`src/rtl/f2i128_iter.sv`:
```
// f2i128_iter: iterative binary128 float -> 128-bit integer converter.
// The significand is aligned by a multi-cycle barrel shifter that moves at most
// SHIFT_STEP bit positions per ALIGN cycle. The result is then rounded and
// range-checked, and the output saturates on overflow.
// Ports:
//   clk, rst_n (sync, active-low), ce (clock enable; holds all state when low)
//   req/ready  start handshake; req is sampled when ce & ready
//   op         1 = signed result, 0 = unsigned
//   rm         rounding mode: 0 RNE, 1 RTZ, 2 +inf, 3 -inf, 4 away; 5-7 use RNE
//   i          float input
//   done       result-valid strobe, high for one enabled cycle
//   o/ovf/inx  integer result, out-of-range flag, inexact flag
module f2i128_iter #(
  parameter int FPWID      = 128,
  parameter int EXPW       = 15,
  parameter int SHIFT_STEP = 16
) (
  input  logic             clk,
  input  logic             rst_n,
  input  logic             ce,
  input  logic             req,
  input  logic             op,
  input  logic [2:0]       rm,
  input  logic [FPWID-1:0] i,
  output logic             ready,
  output logic             done,
  output logic [FPWID-1:0] o,
  output logic             ovf,
  output logic             inx
);
  localparam int FW    = FPWID - EXPW - 1;           // fraction width (112)
  localparam int MW    = FW + 1;                     // significand width with hidden bit
  localparam int BIAS  = 2**(EXPW-1) - 1;
  localparam int SHMAX = FW + 3;                     // larger right shifts only feed sticky
  localparam int SHW   = $clog2(SHMAX + 1);
  localparam logic [31:0] LEFT_E = 32'(BIAS + FW);   // exponent at which the shift turns left
  localparam logic [31:0] SPEC_E = 32'(BIAS + FPWID);
  localparam logic [FPWID-1:0] SMAX = {1'b0, {(FPWID-1){1'b1}}};
  localparam logic [FPWID-1:0] SMIN = {1'b1, {(FPWID-1){1'b0}}};
  localparam logic [FPWID:0]   MAG_MIN = {2'b01, {(FPWID-1){1'b0}}};

  typedef enum logic [2:0] {IDLE, ALIGN, ROUND, FIX, DONE} state_t;

  state_t           state_q;
  logic             op_q, sgn_q, left_q, r_q, sb_q;
  logic [2:0]       rm_q;
  logic [SHW-1:0]   rem_q;
  logic [FPWID-1:0] acc_q, o_q;
  logic [FPWID:0]   mag_q;
  logic             done_q, ovf_q, inx_q;

  // ---- input decode (used only on the accept cycle) ----
  logic             sgn_in, in_nan, in_spec, in_left;
  logic [EXPW-1:0]  exp_in;
  logic [FW-1:0]    frac_in;
  logic [31:0]      e32, ee, dsh;
  logic [SHW-1:0]   sh_in;
  logic [FPWID-1:0] m_in, spec_o;

  always_comb begin
    sgn_in  = i[FPWID-1];
    exp_in  = i[FPWID-2 -: EXPW];
    frac_in = i[FW-1:0];
    e32     = 32'(exp_in);
    ee      = (exp_in == '0) ? 32'd1 : e32;   // denormals share the minimum exponent
    in_nan  = (&exp_in) && (|frac_in);
    in_spec = (&exp_in) || (e32 >= SPEC_E);
    in_left = (e32 >= LEFT_E);
    dsh     = in_left ? (e32 - LEFT_E) : (LEFT_E - ee);
    if (dsh > 32'(SHMAX)) dsh = 32'(SHMAX);
    sh_in   = SHW'(dsh);
    m_in    = {{(FPWID-MW){1'b0}}, (exp_in != '0), frac_in};
    // NaN saturates positive regardless of its sign bit
    if (in_nan || !sgn_in) spec_o = op ? SMAX : '1;
    else                   spec_o = op ? SMIN : '0;
  end

  // ---- one alignment step ----
  logic [SHW-1:0]   k;
  logic [FPWID-1:0] mask, tmp, acc_d;
  logic             r_d, sb_d;

  always_comb begin
    k     = (rem_q > SHW'(SHIFT_STEP)) ? SHW'(SHIFT_STEP) : rem_q;
    mask  = (FPWID'(1) << k) - FPWID'(1);
    acc_d = left_q ? (acc_q << k) : (acc_q >> k);
    tmp   = acc_q >> (k - SHW'(1));
    // right shift: last bit out becomes the round bit, the old round bit and
    // all lower shifted-out bits fold into sticky
    r_d   = left_q ? r_q  : tmp[0];
    sb_d  = left_q ? sb_q : (sb_q | r_q | (|(acc_q & (mask >> 1))));
  end

  // ---- rounding and range fix-up ----
  logic             rnd;
  logic [FPWID:0]   mag_d;
  logic [FPWID-1:0] fix_o;
  logic             fix_ovf;

  always_comb begin
    case (rm_q)
      3'd1:    rnd = 1'b0;
      3'd2:    rnd = (r_q | sb_q) & ~sgn_q;
      3'd3:    rnd = (r_q | sb_q) & sgn_q;
      3'd4:    rnd = r_q | sb_q;
      default: rnd = r_q & (acc_q[0] | sb_q);
    endcase
    mag_d = {1'b0, acc_q} + (FPWID+1)'(rnd);

    fix_ovf = 1'b0;
    fix_o   = sgn_q ? (~mag_q[FPWID-1:0] + FPWID'(1)) : mag_q[FPWID-1:0];
    if (op_q) begin
      if (!sgn_q && mag_q >= MAG_MIN)     begin fix_o = SMAX; fix_ovf = 1'b1; end
      else if (sgn_q && mag_q > MAG_MIN)  begin fix_o = SMIN; fix_ovf = 1'b1; end
    end else begin
      // a negative nonzero value has no unsigned encoding; clamp to 0
      if (sgn_q && mag_q != '0)           begin fix_o = '0;   fix_ovf = 1'b1; end
      else if (mag_q[FPWID])              begin fix_o = '1;   fix_ovf = 1'b1; end
    end
  end

  always_ff @(posedge clk) begin
    if (!rst_n) begin
      state_q <= IDLE;
      op_q <= 1'b0; sgn_q <= 1'b0; left_q <= 1'b0; r_q <= 1'b0; sb_q <= 1'b0;
      rm_q <= '0; rem_q <= '0; acc_q <= '0; mag_q <= '0;
      o_q <= '0; done_q <= 1'b0; ovf_q <= 1'b0; inx_q <= 1'b0;
    end else if (ce) begin
      case (state_q)
        IDLE: if (req) begin
          op_q  <= op;  rm_q <= rm;  sgn_q <= sgn_in;  left_q <= in_left;
          acc_q <= m_in; r_q <= 1'b0; sb_q <= 1'b0;   rem_q  <= sh_in;
          if (in_spec) begin
            o_q <= spec_o; ovf_q <= 1'b1; inx_q <= 1'b0; done_q <= 1'b1;
            state_q <= DONE;
          end else begin
            state_q <= (sh_in != '0) ? ALIGN : ROUND;
          end
        end
        ALIGN: begin
          acc_q <= acc_d; r_q <= r_d; sb_q <= sb_d;
          rem_q <= rem_q - k;
          if (rem_q == k) state_q <= ROUND;
        end
        ROUND: begin
          mag_q   <= mag_d;
          state_q <= FIX;
        end
        FIX: begin
          o_q    <= fix_o;
          ovf_q  <= fix_ovf;
          inx_q  <= (r_q | sb_q) & ~fix_ovf;
          done_q <= 1'b1;
          state_q <= DONE;
        end
        DONE: begin
          done_q  <= 1'b0;
          state_q <= IDLE;
        end
        default: state_q <= IDLE;
      endcase
    end
  end

  assign ready = (state_q == IDLE);
  assign done  = done_q;
  assign o     = o_q;
  assign ovf   = ovf_q;
  assign inx   = inx_q;
endmodule
```
`config.mk`:
```
export PLATFORM = sky130hd
export DESIGN_NAME = f2i128_iter
export DESIGN_NICKNAME = d
export VERILOG_FILES = /design/src/rtl/f2i128_iter.sv
export SDC_FILE = /design/constraint.sdc
export NUM_CORES = 2
export LEC_CHECK = 0
export CORE_UTILIZATION = 30
export DETAILED_ROUTE_END_ITERATION = 10
export SETUP_SLACK_MARGIN = 0.02
export SYNTH_ARGS = -nofsm -noshare
export SYNTH_HDL_FRONTEND = slang
export SYNTH_SLANG_ARGS = --single-unit
```
`constraint.sdc`:
```
create_clock -name clk -period 11.15 [get_ports clk]
set_clock_uncertainty 0.15 [all_clocks]
set_input_delay 1.6725 -clock clk [delete_from_list [all_inputs] [get_ports clk]]
set_output_delay 1.6725 -clock clk [all_outputs]
set_load 0.005 [all_outputs]
```
Word level (Yosys, flattened, before mapping)
Index checks and enable logic that the tools add are counted.

word-level totals
  word-level logic and storage cells = 125
  input port bits = 136
  bits in registers = 406
  output and inout bits = 132

operators by class
  shift-type cells = 4
  bitwise operators = 11
  add/sub/neg operators = 7
  $lt $le $gt $ge = 6
  reductions and logical operators = 26
  muxes and demuxes = 44
  equality and inequality tests = 13

operator list
  kind                     number
  $mux 128                 13
  $pmux 128 s2             2
  $add 128x1->129          1
  $ge 129x128->1 const B   1
  $gt 129x128->1 const B   1
  $reduce_bool 129->1      1
  $add 128x1->128 const B  1
  $and 128x127->128        1
  $not 128->128            1
  $reduce_or 128->1        1
  $shl 1x7->128 const A    1
  $shl 128x7->128          1
  $shr 128x7->1            1
  $shr 128x7->128          1
  $sub 128x2->128 const B  1
  $reduce_or 112->1        1
  $gt 32x7->1 const B      1
  $mux 32                  1
  $ge 15x15->1 const B     2
  $mux 7                   3
  $sub 15x15->16 const A   1
  $sub 15x15->16 const B   1
  $logic_not 15->1         1
  $mux 15                  1
  other kinds (32)         71

Depth between registers and ports, before layout
  depth in word-level cells = 11
  depth in mapped cells = 20
  mapped depth without buffers = 15

Least setup slack after synthesis
No wires, ideal clock.

  kind = register to register
  from = register rem_q[0]
  to = register sb_q
  path slack = 6575 ps
  clock period less this slack = 4575 ps
  required time = 10869 ps
  path buffers = 8
  library setup time = 131 ps
  arrival = 4293 ps
  stages on the path, launching flop included = 21
  path through = dfxtp_1 buf_2 nor4b_1 inv_2 clkbuf_1 buf_1 buf_1 clkbuf_1 buf_2 ha_1 clkbuf_1 clkbuf_1 nand2_1 ha_1 o21ai_0 a31oi_1 o21ai_0 a2111oi_0 o2111ai_1 a31oi_1 a31oi_1

on the way
  word-level cells in the longest chain between the ends = 9

RTL lines
  element                 RTL line  RTL
  start, declared         47        logic [SHW-1:0] rem_q;
  start signal, assigned  142       rem_q <= rem_q - k;
  $gt 7x5->1              84        k = (rem_q > SHW'(SHIFT_STEP)) ? SHW'(SHIFT_STEP) : rem_q;
  $mux 7 (*)              84
  $shl 1x7->128 (*)       85        mask = (FPWID'(1) << k) - FPWID'(1);
  $sub 128x2->128 (*)     85
  $and 128x127->128 (*)   91        sb_d = left_q ? sb_q : (sb_q | r_q | (|(acc_q & (mask >> 1))));
  $reduce_or 128->1 (*)   91
  $or 1x1->1 (*)          91
  $mux 1 (*)              91
  $pmux 1 s2 (*)          129       case (state_q)
  end signal, assigned    125       op_q <= 1'b0; sgn_q <= 1'b0; left_q <= 1'b0; r_q <= 1'b0; sb_q <= 1'b0;
  end signal, assigned    132       acc_q <= m_in; r_q <= 1'b0; sb_q <= 1'b0; rem_q <= sh_in;
  end signal, assigned    141       acc_q <= acc_d; r_q <= r_d; sb_q <= sb_d;
  end, declared           45        logic op_q, sgn_q, left_q, r_q, sb_q;

Mark *: on every way between the ends. The rest lies on a longest branch, timed or not. The select of a mux whose other input is x is not followed.
A chain may end at the register's enable or synchronous reset.

Worst setup path in the final report
  from = input port i[2]
  to = register o_q[24], in the netlist o[24]

on the way
  word-level cells in the longest chain between the ends = 7

RTL lines
  element               RTL line  RTL
  start, declared       24        input logic [FPWID-1:0] i,
  $reduce_or 112->1     66        in_nan = (&exp_in) && (|frac_in);
  $logic_and 1x1->1     66
  $logic_or 1x1->1      74        if (in_nan || !sgn_in) spec_o = op ? SMAX : '1;
  $mux 128              74
  $mux 128              133       if (in_spec) begin
  $mux 128              130       IDLE: if (req) begin
  $pmux 128 s2          129
  end signal, assigned  150       o_q <= fix_o;
  end, declared         48        logic [FPWID-1:0] acc_q, o_q;

No other way between the ends. The select of a mux whose other input is x is not followed.

==> results.yml <==
outcome:
  outcome: "complete, but fails checks"
  violations: "capacitance limit"
routing:
  drc: 0
  first_iter_violations: 7579
  firstDrtPassIters: 9
  totalWireLength_mm: 209
  route.vias.total: 44800
  via_per_inst: 6.58
  drt.antenna.violating_nets: 0
  post_drt_wl_per_cell_um: 30.7
worst_setup_path:
  start_kind: "input port"
  worstPathMaxFanout: 71
  crit_path_end_kind: "flip-flop"
  critPathKind: "input port to flip-flop"
  cp.required_ns: 11.51
  arrival_ns: 6.54
  worstReg2RegStart: "rem_q[1]$_SDFFE_PN0P_"
  cp-startpoint: "i[2]"
  r2r_slack_ns: 5.00
power:
  pwr_density_cell_mw_per_mm2: 142
  power.leakage_nw: 15.4
  p_sw_share_pct: 45.1
  clockPowerShare_pct: 29.4
  p_comb_share_pct: 42.4
  internal-power_mw: 3.34
  seq_power_share_pct: 28.2
  power_switching_mw: 2.75
  max-vdd-ir-drop_uv: 152
synthesis:
  netlist_instances: 5241
  synth_common_cells: "nand2_1 (588), nor2_1 (520), clkbuf_1 (473), mux2i_1 (432), dfxtp_1 (406)"
  synth_seq_area_share_pct: 21.8
  yosysUniqueCellTypes: 91
  syn_area_sq_mm: 0.0372
  synth_nets: 5390
  async_reset_ff_share_pct: 0
  yosysMostFrequentCell: "nand2_1"
  yosysTopAreaCellShare_pct: 21.8
  synth-edff-count: 0
  avgSynthCellArea_sq_um: 7.10
  synthTopCellsByArea: "dfxtp_1 (22%), mux2i_1 (12%), nand2_1 (5.9%), o21ai_0 (5.3%), nor2_1 (5.2%)"
  synth_flop_cell: "dfxtp_1"
  synth_top_cell_by_area: "dfxtp_1"
  ys_warn_count: 0
  ys_seq_elements: 406
cells_and_area:
  fillers: 13200
  fin_nets: 5285
  drive_above_1_share_pct: 8.21
  post-route-cell-area_sq_mm: 0.0429
  area_delta_synth_final_pct: 15.2
hold_path:
  hp-class: "flip-flop to flip-flop"
  worstHoldStart: "o[74]$_SDFFE_PN0P_"
job:
  maxCapViolations: 1
global_routing:
  grt_use_total_pct: 31.4
  grt_pass1_vias: 40100
  antenna_found_initial: 10
  grt_overflow: 0
  grt_pass1_wl_mm: 296
  grt_max_degree: 154
placed_design:
  place_area_sq_mm: 0.0411
  place.port_buffers: 267
  globalplace.congestion: 1.02
  dp_hpwl_mm: 150
sta:
  maxSlewViolCount: 0
  hold_viol: 0
  fmax_ghz: 0.162
  final-setup-viol-count: 0
  worst_pin_slew_ns: 1.42
  setup-tns-final_ns: 0
  slew-limit-headroom_pct: 2.85
  fin_crit_sh_pct: 55.5
  period_needed_ns: 6.19
  grt_setup_unrepaired: "no"
clock_tree:
  cts_sinks: 406
  cts_buffers: 50
  cts_max_level: 2
  worstSkewPairLatency_ns: 0.68
  ctsHoldBuffers: 0
  cts-root-buf: "clkbuf_16"
  cts_tree: "yes"
  cts_resized: 0
  clk_pin_slew_worst_paths_ns: 0.06
  clock_path_buffers: 3
  postCtsSetupBuffers: 0
die:
  initial_core_util_pct: 30.4
  die_h_um: 354
  dieWidth_um: 354
  core_area_sq_mm: 0.122
  row_count: 128
  die_area_sq_mm: 0.126
  ios: 268
-- worst max-delay path, stage by stage --
cell and delay, ns:
clkdlybuf4s50_1 0.44, nor4_1 0.80, nand4_1 0.38, nor4_1 0.36, nand3_1 0.45, a21boi_1 0.61
or2_2 0.40, a31o_4 0.56, buf_4 0.69, nor2_1 0.11
-- flip-flops by register name, indices dropped and copies added, names as in the netlist --
name	flops
mag_q	129
acc_q	128
o	128
rem_q	7
rm_q	3
state_q	3
done	1
inx	1
left_q	1
op_q	1
ovf	1
r_q	1
sb_q	1
sgn_q	1
-- worst paths after layout --
check	endpoint	depth (start not counted)
setup / recovery	o[24]$_SDFFE_PN0P_	10
hold / removal	o[74]$_SDFFE_PN0P_	2
setup reg to reg	acc_q[101]$_SDFFE_PN0P_	12
hold reg to reg	o[74]$_SDFFE_PN0P_	2
-- power by group through the flow --
stage / sequential [mW] / combinational [mW] / clock, mW
floorplan: 1.63 / 1.53 / 0
global placement: 1.74 / 2.43 / 0
detailed placement: 1.74 / 2.42 / 0
CTS: 1.71 / 2.43 / 1.80
global route: 1.72 / 2.64 / 1.86
finish: 1.72 / 2.58 / 1.79
-- placed cells by master, fill, tap and decap left out, types with 20 or more instances in the layout --
cell             netlist  layout
a2111oi_0             24      22
a211oi_1             157     157
a21oi_1              334     334
a221oi_1              61      61
a22oi_1               38      38
a31oi_1              126     126
and2_1                20      20
and3_1                74      74
buf_4                  0     150
clkbuf_16              0      50
clkdlybuf4s50_1        0     266
dfxtp_1              406     403
inv_1                 35      34
mux2_2                63      63
mux2i_1              432     432
nand2_1              588     583
nand2b_1              25      25
nand3_1              141     141
nand4_1               67      67
nor2_1               520     510
nor3_1               125     122
nor4_1                89      86
o211ai_1              56      56
o21ai_0              394     394
o221ai_1              27      27
o22ai_1              163     162
o31ai_1               38      38
o41ai_1               23      23
or3_1                 44      42
or4_1                 27      27
xnor2_1              148     148
xor2_1                99      99
-- routing by layer --
layer  wire length [um]  vias up  global-route usage, %  part of all wire (%)
met5                113        -                  0.113                 0.054
met4              10900       14                   13.5                   5.2
met3              32600      679                   13.5                    16
met2              78300     3571                   41.4                    37
met1              87100    21300                   43.6                    42
li1                   -    19300                      -                     -
-- final cells by class --
| cell class | count | area [sq um] | area share, % |
|---|---|---|---|
| repair buffers | 423 | 3930 | 9.16 |
| well taps | 1625 | 2030 | 4.74 |
| multi-input cells | 4217 | 26900 | 62.7 |
| clock buffers | 64 | 1360 | 3.18 |
| flip-flops and latches | 406 | 8130 | 19.0 |
| clock inverters | 29 | 369 | 0.861 |
| inverters | 38 | 156 | 0.365 |
| diodes | 3 | 7.51 | 0.0175 |
-- through the flow --
| stage | total power, mW | setup WS (ns) | hold WS, ns | utilization [%] | instances |
|---|---|---|---|---|---|
| after detailed placement | 4.16 | 4.41 | 0.344 | 33.6 | 6709 |
| after floorplan | 3.15 | 6.58 | 0.313 | - | 5241 |
| after global routing | 6.23 | 4.78 | 0.378 | 35.0 | 6803 |
| final | 6.10 | 4.96 | 0.352 | 35.0 | 6805 |
| after global placement | 4.17 | 3.96 | 0.334 | 33.6 | 6708 |
| after CTS | 5.94 | 5.09 | 0.354 | 35.0 | 6802 |
-- kinds of logic after synthesis --
family          share of synthesized area [%]
mux                                      14.2
simple gates                             23.1
other cells                            0.0101
compound gates                           28.2
xor+xnor                                 5.81
flops                                    21.8
buf+inv                                  6.40
fa+ha+maj                               0.437
Power figures use the tool's default switching activity.
